[src/rtl/vga_timing_pkg.sv]
// vga_timing_pkg: default 640x480@60 timing constants, sync window helpers and coordinate type.
package vga_timing_pkg;
  localparam int H_ACTIVE = 640;
  localparam int H_FP     = 16;
  localparam int H_SYNC   = 96;
  localparam int H_BP     = 48;
  localparam int V_ACTIVE = 480;
  localparam int V_FP     = 10;
  localparam int V_SYNC   = 2;
  localparam int V_BP     = 33;
  localparam int H_TOTAL  = H_ACTIVE + H_FP + H_SYNC + H_BP;
  localparam int V_TOTAL  = V_ACTIVE + V_FP + V_SYNC + V_BP;
  typedef logic [9:0] coord_t;
  function automatic coord_t sync_start(int active, int fp);
    return coord_t'(active + fp);
  endfunction
  function automatic coord_t sync_end(int active, int fp, int sync);
    return coord_t'(active + fp + sync - 1);
  endfunction
endpackage

[src/rtl/vga_axis_counter.sv]
// vga_axis_counter: one timing axis; wraps at i_last and flags sync/active windows of the next count.
module vga_axis_counter
  import vga_timing_pkg::*;
(
  input  logic   clk,
  input  logic   rst,
  input  logic   i_en,
  input  coord_t i_last,
  input  coord_t i_sync_start,
  input  coord_t i_sync_end,
  input  coord_t i_active,
  output coord_t o_count,
  output logic   o_wrap,
  output logic   o_in_sync,
  output logic   o_in_active
);
  coord_t r_count;
  coord_t w_next;
  logic   w_last;
  assign w_last      = r_count == i_last;
  assign o_wrap      = i_en && w_last;
  assign w_next      = !i_en ? r_count : w_last ? '0 : r_count + 1'b1;
  // Window flags look at the next count so registered outputs line up with the count
  assign o_in_sync   = w_next >= i_sync_start && w_next <= i_sync_end;
  assign o_in_active = w_next < i_active;
  assign o_count     = r_count;
  always_ff @(posedge clk) r_count <= rst ? '0 : w_next;
endmodule

[src/rtl/vga_sync_gen.sv]
// vga_sync_gen: single VGA timing source (pixel enable, x/y, syncs, blanking, line/frame strobes).
// Define VGA_SYNC_DELAY_EN to delay hsync/vsync/video_on/blank_n by one pixel tick to match RGB registers.
module vga_sync_gen #(
  parameter int H_ACTIVE = vga_timing_pkg::H_ACTIVE,
  parameter int H_FP     = vga_timing_pkg::H_FP,
  parameter int H_SYNC   = vga_timing_pkg::H_SYNC,
  parameter int H_BP     = vga_timing_pkg::H_BP,
  parameter int V_ACTIVE = vga_timing_pkg::V_ACTIVE,
  parameter int V_FP     = vga_timing_pkg::V_FP,
  parameter int V_SYNC   = vga_timing_pkg::V_SYNC,
  parameter int V_BP     = vga_timing_pkg::V_BP,
  parameter int SYNC_POL = 0
) (
  input  logic       clk_50MHz,
  input  logic       reset,
  output logic       p_tick,
  output logic [9:0] x,
  output logic [9:0] y,
  output logic       hsync,
  output logic       vsync,
  output logic       video_on,
  output logic       blank_n,
  output logic       sync_n,
  output logic       line_tick,
  output logic       frame_tick
);
  import vga_timing_pkg::*;
  localparam int   HT = H_ACTIVE + H_FP + H_SYNC + H_BP;
  localparam int   VT = V_ACTIVE + V_FP + V_SYNC + V_BP;
  localparam logic SP = SYNC_POL != 0;
  if (HT > 1024 || VT > 1024) begin : g_bad_total
    $error("vga_sync_gen: H_TOTAL and V_TOTAL must not exceed 1024");
  end
  logic r_ph, r_hsync, r_vsync, r_video_on, r_line_tick, r_frame_tick;
  logic w_hwrap, w_vwrap, w_hsync_on, w_vsync_on, w_hact, w_vact;
  vga_axis_counter u_h (
    .clk(clk_50MHz), .rst(reset), .i_en(r_ph),
    .i_last(coord_t'(HT - 1)),
    .i_sync_start(sync_start(H_ACTIVE, H_FP)),
    .i_sync_end(sync_end(H_ACTIVE, H_FP, H_SYNC)),
    .i_active(coord_t'(H_ACTIVE)),
    .o_count(x), .o_wrap(w_hwrap), .o_in_sync(w_hsync_on), .o_in_active(w_hact)
  );
  vga_axis_counter u_v (
    .clk(clk_50MHz), .rst(reset), .i_en(w_hwrap),
    .i_last(coord_t'(VT - 1)),
    .i_sync_start(sync_start(V_ACTIVE, V_FP)),
    .i_sync_end(sync_end(V_ACTIVE, V_FP, V_SYNC)),
    .i_active(coord_t'(V_ACTIVE)),
    .o_count(y), .o_wrap(w_vwrap), .o_in_sync(w_vsync_on), .o_in_active(w_vact)
  );
  always_ff @(posedge clk_50MHz) begin
    if (reset) begin
      r_ph         <= 1'b0;
      r_hsync      <= ~SP;
      r_vsync      <= ~SP;
      r_video_on   <= 1'b1;
      r_line_tick  <= 1'b0;
      r_frame_tick <= 1'b0;
    end else begin
      r_ph         <= ~r_ph;
      r_hsync      <= w_hsync_on ? SP : ~SP;
      r_vsync      <= w_vsync_on ? SP : ~SP;
      r_video_on   <= w_hact && w_vact;
      r_line_tick  <= w_hwrap;
      r_frame_tick <= w_vwrap;
    end
  end
  assign p_tick     = r_ph;
  assign sync_n     = 1'b0;
  assign line_tick  = r_line_tick;
  assign frame_tick = r_frame_tick;
`ifdef VGA_SYNC_DELAY_EN
  logic r_hsync_d, r_vsync_d, r_video_on_d;
  always_ff @(posedge clk_50MHz) begin
    if (reset) begin
      r_hsync_d    <= ~SP;
      r_vsync_d    <= ~SP;
      r_video_on_d <= 1'b1;
    end else if (r_ph) begin
      r_hsync_d    <= r_hsync;
      r_vsync_d    <= r_vsync;
      r_video_on_d <= r_video_on;
    end
  end
  assign hsync    = r_hsync_d;
  assign vsync    = r_vsync_d;
  assign video_on = r_video_on_d;
  assign blank_n  = r_video_on_d;
`else
  assign hsync    = r_hsync;
  assign vsync    = r_vsync;
  assign video_on = r_video_on;
  assign blank_n  = r_video_on;
`endif
endmodule

[config.mk]
export PLATFORM = sky130hd
export DESIGN_NAME = vga_sync_gen
export DESIGN_NICKNAME = d
export VERILOG_FILES = /design/src/rtl/vga_timing_pkg.sv /design/src/rtl/vga_axis_counter.sv /design/src/rtl/vga_sync_gen.sv
export SDC_FILE = /design/constraint.sdc
export NUM_CORES = 1
export LEC_CHECK = 0
export ABC_AREA = 1
export BUFFER_PORTS_ARGS = -buffer_cell sky130_fd_sc_hd__buf_2
export CAP_MARGIN = 20
export CORE_ASPECT_RATIO = 0.6
export CORE_MARGIN = 2
export CORE_UTILIZATION = 50
export CTS_CLUSTER_DIAMETER = 200
export DETAILED_ROUTE_END_ITERATION = 16
export PLACE_DENSITY = 0.69
export SYNTH_ARGS = -nofsm -noshare
export SYNTH_HDL_FRONTEND = slang
export SYNTH_HIERARCHICAL = 1
export SYNTH_SLANG_ARGS = --single-unit
[constraint.sdc]
create_clock -name clk_50MHz -period 5.86 [get_ports clk_50MHz]
set_input_delay 0.293 -clock clk_50MHz [delete_from_list [all_inputs] [get_ports clk_50MHz]]
set_output_delay 0.293 -clock clk_50MHz [all_outputs]
set_load 0.01 [all_outputs]
# Yosys cells after proc, flatten, opt, wreduce, memory -nomap -nowiden
# Cells that the tools add are included.
# Widths: inputs -> output; s select.
[op_classes] mux=6 n_addsub=2 div=0 shift=0 mul=0 n_reduce_logical=5 n_lt_le_gt_ge=6 eq_ne=2 bitwise=1
[ops] cell="$mux 10" count=4
[ops] cell="$add 10x1->10 const B" count=2
[ops] cell="$eq 10x10->1 const B" count=2
[ops] cell="$ge 10x10->1 const B" count=1
[ops] cell="$ge 10x9->1 const B" count=1
[ops] cell="$le 10x10->1 const B" count=1
[ops] cell="$le 10x9->1 const B" count=1
[ops] cell="$lt 10x10->1 const B" count=1
[ops] cell="$lt 10x9->1 const B" count=1
[ops] cell="$logic_and 1x1->1" count=5
[ops] cell="$mux 1" count=2
[ops] cell="$not 1->1" count=1
[word_totals] wordCells=30 inputBits=2 latchBits=0 ram_bits=0 regBits=26 mem_count=0 out_inout_bits=28 mem_bits_ro=0

# Depth between registers and ports, before layout
[logic_depth] word_depth=6 mapped_depth=29 mapped_depth_nobuf=29

# Cells and area by module
# Netlist, hierarchy kept.
[modules_own_cells] mod="vga_axis_counter at u_h" seq_area_each_um2=200.2 n_inst=1 area_per_inst_um2=1502.7 cells_each=248
[modules_own_cells] mod="vga_axis_counter at u_v" seq_area_each_um2=200.2 n_inst=1 area_per_inst_um2=1476.4 cells_each=243
[modules_own_cells] mod="vga_sync_gen" seq_area_each_um2=120.1 n_inst=1 area_per_inst_um2=180.2 cells_each=20

# Worst setup path before layout
# No wires, ideal clock.
[synth_timing] path_kind="reg-to-reg" start="reg u_h.r_count[3] (netlist: u_h/o_count[3])" end="reg r_vsync (netlist: vsync)" required_ns=5.748 stages_incl_launch_ff=27 period_less_slack_ns=3.077 path_buffers=0 slack_ns=2.783 setup_time_ns=0.112 arrival_ns=2.965 path_cell_list="dfxtp_1 -> inv_1 -> nand2_1 -> nand2_1 -> nor2_1 -> nand3_1 -> nor2_1 -> nand2_2 -> inv_1 -> inv_2 -> nor3_2 -> nand3_1 -> nor2_2 -> nand3_1 -> xor2_1 -> clkinv_1 -> nand2_2 -> inv_1 -> ha_1 -> nand4_1 -> inv_1 -> a21oi_1 -> o211ai_1 -> o21ai_0 -> nand2_1 -> inv_1 -> nand2_1"
[synth_between] elab_chain_cells=6 elab_cells_between_ends=7 classes_between="order compare: 2; eq/ne: 1; mux: 2; reduce/logical: 2"
[synth_rtl] element="start: declaration" line="vga_axis_counter.sv:17" rtl="coord_t r_count;"
[synth_rtl] element="start signal: assignment" line="vga_axis_counter.sv:27" rtl="always_ff @(posedge clk) r_count <= rst ? '0 : w_next;"
[synth_rtl] element="$eq 10x10->1 *" line="vga_axis_counter.sv:20" rtl="assign w_last = r_count == i_last;"
[synth_rtl] element="$logic_and 1x1->1 *" line="vga_axis_counter.sv:21" rtl="assign o_wrap = i_en && w_last;"
[synth_rtl] element="named net w_hwrap" line="vga_sync_gen.sv:35" rtl="logic w_hwrap, w_vwrap, w_hsync_on, w_vsync_on, w_hact, w_vact;"
[synth_rtl] element="$mux 10 *" line="vga_axis_counter.sv:22" rtl="assign w_next = !i_en ? r_count : w_last ? '0 : r_count + 1'b1;"
[synth_rtl] element="named net u_v.w_next[8]" line="vga_axis_counter.sv:18" rtl="coord_t w_next;"
[synth_rtl] element="$ge 10x9->1 or $le 10x9->1 (tied branches)" line="vga_axis_counter.sv:24" rtl="assign o_in_sync = w_next >= i_sync_start && w_next <= i_sync_end;"
[synth_rtl] element="$logic_and 1x1->1 *" line="vga_axis_counter.sv:24"
[synth_rtl] element="named net w_vsync_on" line="vga_sync_gen.sv:35"
[synth_rtl] element="$mux 1 *" line="vga_sync_gen.sv:63" rtl="r_vsync <= w_vsync_on ? SP : ~SP;"
[synth_rtl] element="end signal: assignment" line="vga_sync_gen.sv:56" rtl="r_vsync <= ~SP;"
[synth_rtl] element="end signal: assignment" line="vga_sync_gen.sv:63"
[synth_rtl] element="end: declaration" line="vga_sync_gen.sv:34" rtl="logic r_ph, r_hsync, r_vsync, r_video_on, r_line_tick, r_frame_tick;"
# Mark *: on every way through the listed nets, which the timed path passes. The rest lies on a longest branch.
# A chain may end at the register's enable or synchronous reset.

# Worst setup path after layout
# Same ends and word-level chain as after synthesis.

==> results by group <==
Status
  – Outcome: completed

Logic synthesis
  – Yosys top cell by area: ha_1
  – Count of cell types in the netlist: 28
  – Yosys reg bits: 26
  – Register area share after synthesis: 0.165
  – Syn Area/Cell: 6.18 um2
  – Area fraction of the dominant cell type after synthesis: 0.238
  – Yosys Warn Count: 6
  – Synthesized area: 0.00316 mm2
  – Cells after synthesis: 511
  – EDFF count, synth: 0
  – Asr flop ratio synth: 0
  – Synth area leaders: ha_1 (24%), dfxtp_1 (16%), inv_1 (16%)
  – Top_reg_cell synth: dfxtp_1

Setup path
  – Slowest stage cell, crit path: dfxtp_1
  – Setup crit end kind: flop
  – Crit-path max FO: 10
  – Critical path class: flop to flop
  – Worst path top cell family by delay: simple AND/OR/NAND/NOR gates
  – Bufs and invs on worst path: 7
  – Worst EP arrival: 3.92 ns
  – WP data required: 6.08 ns
  – Slowest Stage Delay on Critical Path: 0.47 ns
  – Worst path depth: 28
  – Worst R2R Path Depth: 28
  – Startpoint Class: flop

Route
  – WL final: 7160 um
  – Vias/cell: 4.23
  – Antenna-violating nets left: 0
  – Number of DRC markers in iteration 0: 124
  – Via count: 3,038
  – Detailed Routing Iterations Pass 1: 5
  – Per-cell routed wire length: 9.97 um
  – DRC violations left: 0

Timing
  – Fin crit share: 0.631
  – Slew margin rel.: 0.637
  – Fin crit period: 3.70 ns
  – Final hold vios: 0
  – Setup tns final: 0 ns
  – Unrepaired setup endpoints after global routing: no
  – Final setup fails: 0
  – Max Freq: 270 MHz
  – Final worst slack: 2.16 ns
  – Final clock skew: 0.0162 ns
  – Max-slew violation count: 0
  – Tightest Pin Transition: 0.545 ns

CTS
  – Worst-path clk slew: 0.11 ns
  – Worst-skew pair later-pin latency: 0.28 ns
  – Clock tree sinks: 26
  – Post-cts sizing count: 0
  – Root Driver: clkbuf_8
  – Hold buffers post-CTS: 0
  – Number of buffers created by CTS: 3
  – CTS tree: built
  – Bufs on Longest Clock Path: 2
  – CTS H-tree depth: 1
  – Post-CTS setup buffers: 0

Pwr
  – Design Power: 0.000409 W
  – Clk pwr share: 0.374
  – Gate power share: 0.184
  – LEAKAGE: 2.57 nW
  – Internal: 0.000296 W
  – Peak supply drop: 0.126 mV
  – Switching Share: 0.276
  – NetSw: 0.000113 W
  – Power per cell area: 107 mW/mm2
  – Seq pwr share: 0.442

Min path
  – Worst Hold Class: primary input to flop
  – Hold path cells: 2

Global routing
  – GRT Residual Overflow: 0
  – Vias in the first global route: 2,719
  – First-pass GRT wire length: 12,200 um
  – Initial antenna violation count: 0
  – GRT Overall Usage: 0.220
  – Largest net degree at the start of global routing: 25

Placed design
  – Pre-CTS setup slack: 2.28 ns
  – GPL Wtd Cong: 0.874
  – Input/output buffers: 28
  – Placed cell area: 0.00373 mm2
  – DP Wirelength: 6260 um

Die
  – I/O Pins: 30
  – FP Rows: 22
  – CORE AREA: 0.00611 mm2
  – Height of the chip: 65.6 um
  – Die Area: 0.00699 mm2
  – Initial Util: 0.517
  – Die extent in x: 107 um

Finish
  – Post-layout util: 0.623
  – Final net count: 697
  – Share of cells above drive strength 1: 0.0994
  – Fillers: 601
  – Diode count: 0
  – Final instance area: 0.00381 mm2
  – Area Overhead vs Synth: 20.5%

Run
  – Max Cap Viol: 0
[power groups by stage]
stage / Clock [W] / Combinational [W] / Sequential, W
final: 0.000153 / 0.0000752 / 0.000181
after global routing: 0.000163 / 0.0000900 / 0.000181
after CTS: 0.000157 / 0.0000722 / 0.000181
after detailed placement: 0 / 0.0000713 / 0.000185
after global placement: 0 / 0.0000688 / 0.000185
after floorplan: 0 / 0.0000581 / 0.000185
[placed cells by master, fill, tap and decap left out, drive strengths merged]
| master | Yosys | final |
|---|---|---|
| nand4 | 5 | 5 |
| inv | 143 | 143 |
| clkinv | 3 | 3 |
| ha | 60 | 60 |
| nor2 | 59 | 59 |
| nor3 | 5 | 5 |
| bufinv | 0 | 1 |
| nand3 | 21 | 21 |
| a21o | 2 | 2 |
| clkbuf | 0 | 3 |
| o21bai | 5 | 5 |
| nor4 | 1 | 1 |
| xor2 | 10 | 10 |
| a21oi | 24 | 24 |
| o21ai | 12 | 12 |
| conb | 2 | 97 |
| o221ai | 2 | 2 |
| dfxtp | 26 | 26 |
| nand2 | 122 | 122 |
| o211ai | 2 | 2 |
| a211oi | 3 | 3 |
| buf | 4 | 28 |
[Yosys cell counts (3+ instances only)]
master	instances
a211oi_1	3
a21oi_1	24
buf_4	3
clkinv_1	3
dfxtp_1	26
ha_1	60
inv_1	137
inv_2	6
nand2_1	116
nand2_2	6
nand3_1	17
nand3_2	4
nand4_1	5
nor2_1	47
nor2_2	11
nor3_1	3
o21ai_0	12
o21bai_1	4
xor2_1	10
[worst reg2reg max path: cells and delay by family, from the launching register on]
| kind | cells | cell delay [ns] |
|---|---|---|
| and+or+nand+nor | 18 | 1.79 |
| DFF | 1 | 0.47 |
| adders and majority gates | 1 | 0.32 |
| buffers and inverters | 7 | 0.70 |
| AOI/OAI and AO/OA | 2 | 0.38 |
[final cells by class]
class / count / area (um2) / share of cell area
Sequential cell: 26 / 520 / 0.137
Multi-Input combinational cell: 430 / 2420 / 0.636
Clock buffer: 3 / 41.3 / 0.0108
Tap cell: 84 / 105 / 0.0276
Clock inverter: 1 / 30.0 / 0.00789
Timing Repair Buffer: 28 / 140 / 0.0368
Inverter: 146 / 548 / 0.144
[layer usage]
| metal | track usage | part of all wire |
|---|---|---|
| met2 | 0.338 | 0.39 |
| met4 | 0.0244 | 0 |
| met1 | 0.334 | 0.57 |
| met5 | 0 | 0 |
| met3 | 0.0308 | 0.039 |
[worst paths after layout]
| path | start | to | slack, ns |
|---|---|---|---|
| worst max-delay path | u_h/o_count[3] | vsync | 2.16 |
| worst min-delay path | reset | p_tick | 0.47 |
| worst max register to register | u_h/o_count[3] | vsync | 2.16 |
| worst min register to register | p_tick | p_tick | 0.57 |
[kinds of logic after synthesis]
kind of cell	share of synthesized area
AND/OR/NAND/NOR	0.293
buffers and inverters	0.182
adder cells (fa/ha/maj)	0.238
AO/OA/AOI/OAI	0.0923
flip-flops	0.165
XOR/XNOR	0.0277
other	0.00238
[per-stage QoR]
step                      std cells  hold slack, ns
final                           718           0.471
after global placement          714           0.538
after global routing            718           0.488
after detailed placement        714           0.549
after CTS                       718           0.472
after floorplan                 606           0.360
[sequential cells by signal, summed over array words and instances (netlist names)]
signal	flops
vsync	1
p_tick	1
blank_n	1
frame_tick	1
line_tick	1
u_h/o_count	10
hsync	1
u_v/o_count	10
No activity file was read; power rests on OpenSTA's default activity.
